<file path="config.mk">
export PLATFORM = sky130hd
export DESIGN_NAME = baud_clock_gen
export DESIGN_NICKNAME = d
export VERILOG_FILES = /design/src/rtl/baud_clock_gen.sv
export SDC_FILE = /design/constraint.sdc
export NUM_CORES = 1
export LEC_CHECK = 0
export ABC_AREA = 1
export ABC_CLOCK_PERIOD_IN_PS = 2400
export CORE_MARGIN = 3
export CORE_UTILIZATION = 50
export CTS_CLUSTER_SIZE = 8
export DETAILED_ROUTE_END_ITERATION = 10
export HOLD_SLACK_MARGIN = 0.05
export PLACE_DENSITY = 0.79
export SLEW_MARGIN = 15
export SYNTH_ARGS = -nofsm -noshare
export SYNTH_HDL_FRONTEND = slang
export SYNTH_SLANG_ARGS = --single-unit
</file>
<file path="constraint.sdc">
create_clock -name pclk -period 2.4 [get_ports pclk]
set_clock_uncertainty 0.2 [all_clocks]
set_input_delay 0.48 -clock pclk [delete_from_list [all_inputs] [get_ports pclk]]
set_output_delay 0.48 -clock pclk [all_outputs]
set_load 0.01 [all_outputs]
</file>
<file path="src/rtl/baud_clock_gen.sv">
// UART baud/oversample timing generator: independent RX and TX dividers with oversample phase counters.
// Optional fractional divider enabled by defining UART_FRAC_DIV_EN.

module baud_div_side #(
    parameter int DIV_W  = 16,
    parameter int OSR    = 16,
    parameter int FRAC_W = 4,
    parameter int PH_W   = $clog2(OSR)
) (
    input  logic              clk_i,
    input  logic              rst_i,
    input  logic              en_i,
    input  logic              clr_i,
    input  logic [DIV_W-1:0]  div_i,
    input  logic [FRAC_W-1:0] frac_i,
    output logic              term_o,
    output logic [PH_W-1:0]   ph_next_o
);
    logic [DIV_W-1:0] cnt_q, cnt_d;
    logic [DIV_W-1:0] sdiv_q, sdiv_d;
    logic [PH_W-1:0]  ph_q, ph_d;
    logic             idle;
    logic             at_end;
    logic             stall;

`ifdef UART_FRAC_DIV_EN
    logic [FRAC_W-1:0] sfrac_q, sfrac_d;
    logic [FRAC_W-1:0] acc_q, acc_d;
    logic [FRAC_W:0]   acc_sum;
    logic              ext_q, ext_d;

    assign acc_sum = {1'b0, acc_q} + {1'b0, sfrac_q};
    // A carried period is stretched by holding one extra cycle at the terminal count.
    assign stall   = ext_q;
`else
    logic unused_frac;
    assign unused_frac = ^frac_i;
    assign stall       = 1'b0;
`endif

    // A zero shadow means no legal divisor yet: keep re-sampling until one appears.
    assign idle      = (sdiv_q == '0);
    assign at_end    = !idle && (cnt_q == sdiv_q);
    assign term_o    = en_i && at_end && !stall && !clr_i;
    assign ph_next_o = (ph_q == PH_W'(OSR - 1)) ? '0 : ph_q + PH_W'(1);

    always_comb begin
        cnt_d  = cnt_q;
        sdiv_d = sdiv_q;
        ph_d   = ph_q;
`ifdef UART_FRAC_DIV_EN
        sfrac_d = sfrac_q;
        acc_d   = acc_q;
        ext_d   = ext_q;
`endif
        if (clr_i) begin
            cnt_d  = DIV_W'(1);
            ph_d   = '0;
            sdiv_d = div_i;
`ifdef UART_FRAC_DIV_EN
            sfrac_d = frac_i;
            acc_d   = '0;
            ext_d   = 1'b0;
`endif
        end else if (idle) begin
            cnt_d  = DIV_W'(1);
            sdiv_d = div_i;
`ifdef UART_FRAC_DIV_EN
            sfrac_d = frac_i;
`endif
        end else if (term_o) begin
            cnt_d  = DIV_W'(1);
            ph_d   = ph_next_o;
            sdiv_d = div_i;
`ifdef UART_FRAC_DIV_EN
            sfrac_d = frac_i;
            acc_d   = acc_sum[FRAC_W-1:0];
            ext_d   = acc_sum[FRAC_W];
`endif
        end else if (en_i && !at_end) begin
            cnt_d = cnt_q + DIV_W'(1);
        end
`ifdef UART_FRAC_DIV_EN
        if (!clr_i && en_i && at_end && ext_q) begin
            ext_d = 1'b0;
        end
`endif
    end

    always_ff @(posedge clk_i) begin
        if (rst_i) begin
            cnt_q  <= DIV_W'(1);
            sdiv_q <= '0;
            ph_q   <= '0;
`ifdef UART_FRAC_DIV_EN
            sfrac_q <= '0;
            acc_q   <= '0;
            ext_q   <= 1'b0;
`endif
        end else begin
            cnt_q  <= cnt_d;
            sdiv_q <= sdiv_d;
            ph_q   <= ph_d;
`ifdef UART_FRAC_DIV_EN
            sfrac_q <= sfrac_d;
            acc_q   <= acc_d;
            ext_q   <= ext_d;
`endif
        end
    end
endmodule

module baud_clock_gen #(
    parameter int DIV_W  = 16,
    parameter int OSR    = 16,
    parameter int FRAC_W = 4
) (
    input  logic              pclk,
    input  logic              preset,
    input  logic              enable,
    input  logic [DIV_W-1:0]  divisor,
    input  logic [FRAC_W-1:0] div_frac,
    input  logic              rx_clr,
    input  logic              tx_clr,
    output logic              rx_os_tick,
    output logic              voting_edge,
    output logic              sample_edge,
    output logic              transmit_edge,
    output logic              div_err
);
    localparam int PH_W = $clog2(OSR);
    localparam logic [PH_W-1:0] PH_VOTE_LO = PH_W'(OSR / 2 - 1);
    localparam logic [PH_W-1:0] PH_VOTE_HI = PH_W'(OSR / 2 + 1);
    localparam logic [PH_W-1:0] PH_SAMPLE  = PH_W'(OSR / 2 + 2);

    logic            rx_term, tx_term;
    logic [PH_W-1:0] rx_ph_next, tx_ph_next;

    logic rx_tick_q, rx_tick_d;
    logic vote_q, vote_d;
    logic sample_q, sample_d;
    logic tx_edge_q, tx_edge_d;
    logic err_q, err_d;

    baud_div_side #(.DIV_W(DIV_W), .OSR(OSR), .FRAC_W(FRAC_W), .PH_W(PH_W)) u_rx (
        .clk_i     (pclk),
        .rst_i     (preset),
        .en_i      (enable),
        .clr_i     (rx_clr),
        .div_i     (divisor),
        .frac_i    (div_frac),
        .term_o    (rx_term),
        .ph_next_o (rx_ph_next)
    );

    baud_div_side #(.DIV_W(DIV_W), .OSR(OSR), .FRAC_W(FRAC_W), .PH_W(PH_W)) u_tx (
        .clk_i     (pclk),
        .rst_i     (preset),
        .en_i      (enable),
        .clr_i     (tx_clr),
        .div_i     (divisor),
        .frac_i    (div_frac),
        .term_o    (tx_term),
        .ph_next_o (tx_ph_next)
    );

    // Strobes are decoded from the phase each terminal moves into.
    assign rx_tick_d = rx_term;
    assign vote_d    = rx_term && (rx_ph_next >= PH_VOTE_LO) && (rx_ph_next <= PH_VOTE_HI);
    assign sample_d  = rx_term && (rx_ph_next == PH_SAMPLE);
    assign tx_edge_d = tx_term && (tx_ph_next == '0);
    assign err_d     = enable && (divisor == '0);

    always_ff @(posedge pclk) begin
        if (preset) begin
            rx_tick_q <= 1'b0;
            vote_q    <= 1'b0;
            sample_q  <= 1'b0;
            tx_edge_q <= 1'b0;
            err_q     <= 1'b0;
        end else begin
            rx_tick_q <= rx_tick_d;
            vote_q    <= vote_d;
            sample_q  <= sample_d;
            tx_edge_q <= tx_edge_d;
            err_q     <= err_d;
        end
    end

    assign rx_os_tick    = rx_tick_q;
    assign voting_edge   = vote_q;
    assign sample_edge   = sample_q;
    assign transmit_edge = tx_edge_q;
    assign div_err       = err_q;
endmodule
</file>
; ---- Word-level counts from Yosys, hierarchy flattened
; Index checks and enable logic that the tools add are counted.
[word_totals]
register_bits = 77
latchBits = 0
ramBits = 0
romBits = 0
inputBits = 25
out_inout_bits = 5
wordCells = 63
memories = 0
[op_classes]
addsub = 4
n_mul = 0
div = 0
order_cmp = 2
eq_ne = 5
shift = 0
muxes = 8
bitwise_logic = 2
reduce_logical = 31
[ops]
columns = operator, count
row1 = $mux 16, 6
row2 = $logic_not 16->1, 3
row3 = $add 16x1->16 const B, 2
row4 = $eq 16x16->1, 2
row5 = $logic_and 1x1->1, 13
row6 = $eq 4x4->1 const B, 3
row7 = $add 4x1->4 const B, 2
row8 = $mux 4, 2
row9 = $reduce_or 4->1, 2
row10 = $logic_not 1->1, 6
row11 = $reduce_bool 3->1, 2
row12 = $ge 4x3->1 const B, 1
row13 = $le 4x4->1 const B, 1
row14 = $logic_not 4->1, 1
row15 = $reduce_and 2->1, 2
row16 = $reduce_or 2->1, 2
row17 = $not 1->1, 2

; ---- Longest topological paths before layout
; Gate-level depths: netlist (run 1).
[logic_depth]
ltp_word = 8
mapped_depth = 13
mapped_depth_nobuf = 12

; ---- Hierarchy
; A second synthesis (run 1) with hierarchy kept.
[hier_totals]
hier_cells = 755
hier_area_um2 = 4943.5
[by_module_without_submodules]
columns = mod, instances, cells_per_inst, area_per_inst_um2, seq_area_each_um2
row1 = baud_div_side, 2, 360, 2352.3, 720.7
row2 = baud_clock_gen, 1, 35, 239.0, 100.1

; ---- Worst setup path after synthesis (run 1)
; No wires, ideal clock.
[synth_timing]
path_type = reg2reg
start = reg u_rx.cnt_q[6]
end = reg u_rx.sdiv_q[10]
setup_time_ps = 115
t_arrival_ps = 1466
required_time_ps = 2085
path_slack_ps = 619
stages_incl_launch_ff = 12
path_buffers = 3
cell_sequence = dfxtp_1 -> buf_2 -> xnor2_1 -> nand2_1 -> nor2_1 -> nand2_1 -> nor2_2 -> nand2_1 -> buf_6 -> buf_4 -> a21oi_1 -> nor2_1
[synth_between]
elab_chain_cells = 5
[synth_rtl]
columns = item, line_no
row1 = start: declaration, 19  ; logic [DIV_W-1:0] cnt_q, cnt_d;
row2 = start signal: assignment, 101  ; cnt_q <= cnt_d;
row3 = $eq 16x16->1, 43  ; assign at_end = !idle && (cnt_q == sdiv_q);
row4 = $logic_and 1x1->1, 43
row5 = $logic_and 1x1->1 (2 in a row), 44  ; assign term_o = en_i && at_end && !stall && !clr_i;
row6 = $reduce_bool 3->1 (no source line), --
row7 = end signal: assignment, 102  ; sdiv_q <= sdiv_d;
row8 = end: declaration, 20  ; logic [DIV_W-1:0] sdiv_q, sdiv_d;
; No other way between the ends.
; A chain may end at the register's enable or synchronous reset.

; ---- Worst setup path in the final report (run 1)
[layout_timing]
start = reg u_rx.cnt_q[4]
end = reg u_rx.cnt_q[9]
[layout_between]
elab_chain_cells = 5
[layout_rtl]
columns = item
row1 = branches (longest 5 deep; another with $add 16x1->16)
; Parallel ways; which one is timed is not known.

==> impl_summary.log, run 1 <==
[metrics] Tmin final: 2.16 ns
[metrics] largest voltage drop on the vdd net: 330 uV
[metrics] share of the core filled with cells: 58.8%
[metrics] Worst Hold Path Cells: 2
[metrics] reg-to-reg endpoint: u_rx.cnt_q[9]$_SDFFE_PP0P_
[metrics] Post-Syn Area per Cell: 6.24 sq um
[metrics] storage element area: ~1500 sq um
[metrics] detailed placer's ending HPWL: a little over 9000 microns
[metrics] Yosys cell types: 29
[metrics] endpoint with the worst hold slack: u_rx.cnt_q[14]$_SDFFE_PP0P_
[metrics] clock transition at the register clock pins on the worst setup and hold paths after CTS: 0.09 ns
[metrics] chip height: a little over 100 microns
[metrics] longest individual stage delay on the worst path: 0.47 ns
[metrics] fillers: 899
[metrics] flop-to-flop setup slack: 0.24 ns
[metrics] Hold WC Path Type: flip-flop to flip-flop
[metrics] slowest stage cell on the critical path: sky130_fd_sc_hd__dfxtp_1
[metrics] synthesized cell area: ~4800 sq um
[metrics] Cell Area, Placed: 5200 sq um
[metrics] total via count after detailed routing: 4906
[metrics] First DRT Iteration DRCs: 385
[metrics] type of the setup path with the least slack: flip-flop to flip-flop
[metrics] run status: complete, no violations
[metrics] WP data arrival: 2.20 ns
[metrics] DRT antenna net count: 0
[metrics] Post-Place Cells: 911
[metrics] Worst-Skew Late Latency: around 0.35 ns
[metrics] global-route congestion overflow total: 0
[metrics] IO Pins: 30
[metrics] setup fix buffers added after clock tree synthesis: 0
[metrics] placer's final routability congestion estimate: 0.950
[metrics] number of violations of the max-capacitance limit: 0
[metrics] Synth-to-Final Area Change: 14.0%
[metrics] die area: ~11000 sq um
[metrics] relative slew slack: a little over half
[metrics] Worst Hold Launch: u_rx.cnt_q[14]$_SDFFE_PP0P_
[metrics] number of standard cells in the final layout excluding fillers: 927
[metrics] global-route usage over all layers: between 20% and 30%
[metrics] Row Count: 35
[metrics] clock buffer count from CTS: 9
[metrics] Clock H-tree levels: 3
[metrics] worst-path fanout max: 15
[metrics] buffer cell driving the clock tree root: sky130_fd_sc_hd__clkbuf_8
[metrics] Leak Pwr: 0.00235 uW
[metrics] R2R depth: 10
[metrics] post-layout total power: 3020 uW
[metrics] number of port buffers: 25
[metrics] Final Hold Vio Count: 0
[metrics] number of pins exceeding their max-slew limit in the final report: 0
[metrics] portion of the post-synthesis area used by sequential elements: 32.2%
[metrics] vias in the first global route: 4631
[metrics] number of antenna diodes: 0
[metrics] areal power density over the cells: 553 nW/um^2
[metrics] actual slew at the worst max-slew pin: 0.679 ns
[metrics] number of warning messages in the yosys log: 0
[metrics] quantity of gates resized following cts: 0
[metrics] antenna violations before repair: 0
[metrics] first-pass detailed-route iteration total: 5
[metrics] Routed wire per std cell: 13.0 microns
[metrics] Crit. End Element: flip-flop
[metrics] most used cells in the layout excluding fill and tap cells: 213 x sky130_fd_sc_hd__nand2_1, 107 x sky130_fd_sc_hd__nor2_1, 95 x sky130_fd_sc_hd__nand3_1
[metrics] number of hold-repair buffers added at the cts stage: 0
[metrics] net count after synthesis: 800
[metrics] floorplan die width: 104 microns
[metrics] Worst setup SP type: flip-flop
[metrics] Clock Path Buffers: 2
[metrics] core footprint: 9280 sq um
[metrics] starting density of the core: between 50% and 60%
[metrics] required time at the endpoint of the critical path: 2.44 ns
[metrics] commonest non-fill, non-tap cell in the layout: sky130_fd_sc_hd__nand2_1
[metrics] post-synthesis sequential element count: 77
[metrics] share of the clock period used by the worst path: 90.2%
[metrics] upper clock frequency limit: 462 MHz
[metrics] R2R Path Start: u_rx.cnt_q[4]$_SDFFE_PP0P_
[metrics] cell area after layout: 5460 sq um
[metrics] maximum number of pins on one net before global-route repair: 35
[metrics] total number of clock tree sinks: 77
[metrics] cell chain of the critical path: xnor2_1, nand2_1, nor2_1, nand3_1, nor2_2, nand2_1, buf_4, nand3_1, buf_4, a21oi_1
[metrics] final setup vio count: 0
[metrics] number of nets at the end of the flow: 826
[metrics] number of instances in the synthesized netlist: about 770
[metrics] setup repair after global routing missed its margin: false
[metrics] total detailed-routing wirelength: 12100 microns
[metrics] detailed-route DRC error count: 0
[metrics] Total Neg Setup Slack: 0 ns
[metrics] clock tree from TritonCTS: done
[metrics] layout cells sized above 1: 6.27%
[metrics] wire length of the first global-routing pass: 21000 microns
[metrics] multi-input combinational cell area: roughly 2800 sq um
[metrics] number of vias per cell: 5.29
[critical path, delay by kind of cell, from the launching register on]
family,cells,cell delay [ns]
and+or+nand+nor,6,0.69
DFF,1,0.47
buffers and inverters,2,0.41
xor gates and xnor gates,1,0.20
AOI/OAI and AO/OA,1,0.07
[metal layers]
metal / part of all wire [%] / routed length, microns / global-route usage [%]
met1: 46 / 5510 / 31.4
met2: 46 / 5500 / 37.4
met3: 6.9 / 828 / 2.74
met4: 1.9 / 230 / 7.69
met5: 0 / 0 / 0
[how the worst max path moves through the flow]
stage / from / end / slack, ns / cells past startpoint
after floorplan: u_rx.cnt_q[6]$_SDFFE_PP0P_ / u_rx.sdiv_q[10]$_SDFFE_PP0P_ / 0.62 / 11
after global placement: enable / u_rx.cnt_q[14]$_SDFFE_PP0P_ / 0.25 / 5
after detailed placement: enable / u_rx.cnt_q[3]$_SDFFE_PP0P_ / 0.23 / 5
after CTS: u_rx.cnt_q[4]$_SDFFE_PP0P_ / u_rx.cnt_q[9]$_SDFFE_PP0P_ / 0.25 / 10
after global routing: u_rx.cnt_q[4]$_SDFFE_PP0P_ / u_rx.cnt_q[6]$_SDFFE_PP0P_ / 0.009 / 7
final: u_rx.cnt_q[4]$_SDFFE_PP0P_ / u_rx.cnt_q[9]$_SDFFE_PP0P_ / 0.24 / 10
[synthesized netlist by cell type (all sizes together)]
cell | number | share of area, %
a21oi | 69 | 7.2
nand3b | 2 | 0.31
nor3 | 19 | 2.0
clkinv | 1 | 0.078
and2 | 4 | 0.52
nor4 | 2 | 0.26
inv | 76 | 6.0
or4 | 1 | 0.16
clkbuf | 13 | 1.0
nand2 | 214 | 17
ha | 8 | 2.1
o21ai | 4 | 0.50
dfxtp | 77 | 32
buf | 20 | 2.9
xnor2 | 13 | 2.4
nand3 | 96 | 10
nor2 | 108 | 8.5
nand4 | 8 | 1.0
xor2 | 32 | 5.9
[registers in the layout, summed over array words and instances (netlist names)]
name and count:
div_err 1, rx_os_tick 1, sample_edge 1, transmit_edge 1, u_rx.cnt_q 16, u_rx.ph_q 4, u_rx.sdiv_q 16, u_tx.cnt_q 16
u_tx.ph_q 4, u_tx.sdiv_q 16, voting_edge 1
[cells by family (layout without fill, tap and decap cells)]
family,after synthesis,in the layout,share of synthesized area (%)
compound gates,73,73,7.71
xor+xnor,45,45,8.24
fa+ha+maj,8,8,2.09
buf+inv,110,141,9.94
flops,77,77,32.2
simple gates,454,454,39.8
[report_power, final]
group / leakage, uW / total (uW) / switching (uW) / internal, uW
combinational: 0.00159 / 403 / 238 / 165
clock: 0.000127 / 1250 / 519 / 729
sequential: 0.000629 / 1370 / 46.6 / 1320
[cell type report]
cell class	count	share of cell area, %
flip-flops and latches	77	28.3
clock inverters	6	2.13
repair buffers	48	7.98
clock buffers	10	2.52
inverters	77	5.30
well taps	129	2.96
multi-input cells	580	50.9
[metrics by stage]
stage                     setup WS, ns  hold WS, ns
after CTS                        0.247        0.300
after floorplan                  0.619        0.257
final                            0.236        0.299
after detailed placement         0.233        0.287
after global placement           0.253        0.277
after global routing           0.00936        0.330
No activity file was read; power rests on OpenSTA's default activity.
==> run 2, diff against run 1 <==
--- a/config.mk
+++ b/config.mk
@@ -9,6 +9,7 @@
 export ABC_CLOCK_PERIOD_IN_PS = 2400
 export CORE_MARGIN = 3
 export CORE_UTILIZATION = 50
+export CTS_BUF_LIST = sky130_fd_sc_hd__clkbuf_8
 export CTS_CLUSTER_SIZE = 8
 export DETAILED_ROUTE_END_ITERATION = 10
 export HOLD_SLACK_MARGIN = 0.05
==> results of run 2 <==
The final DEF is identical to that of run 1; final timing and power are the same.
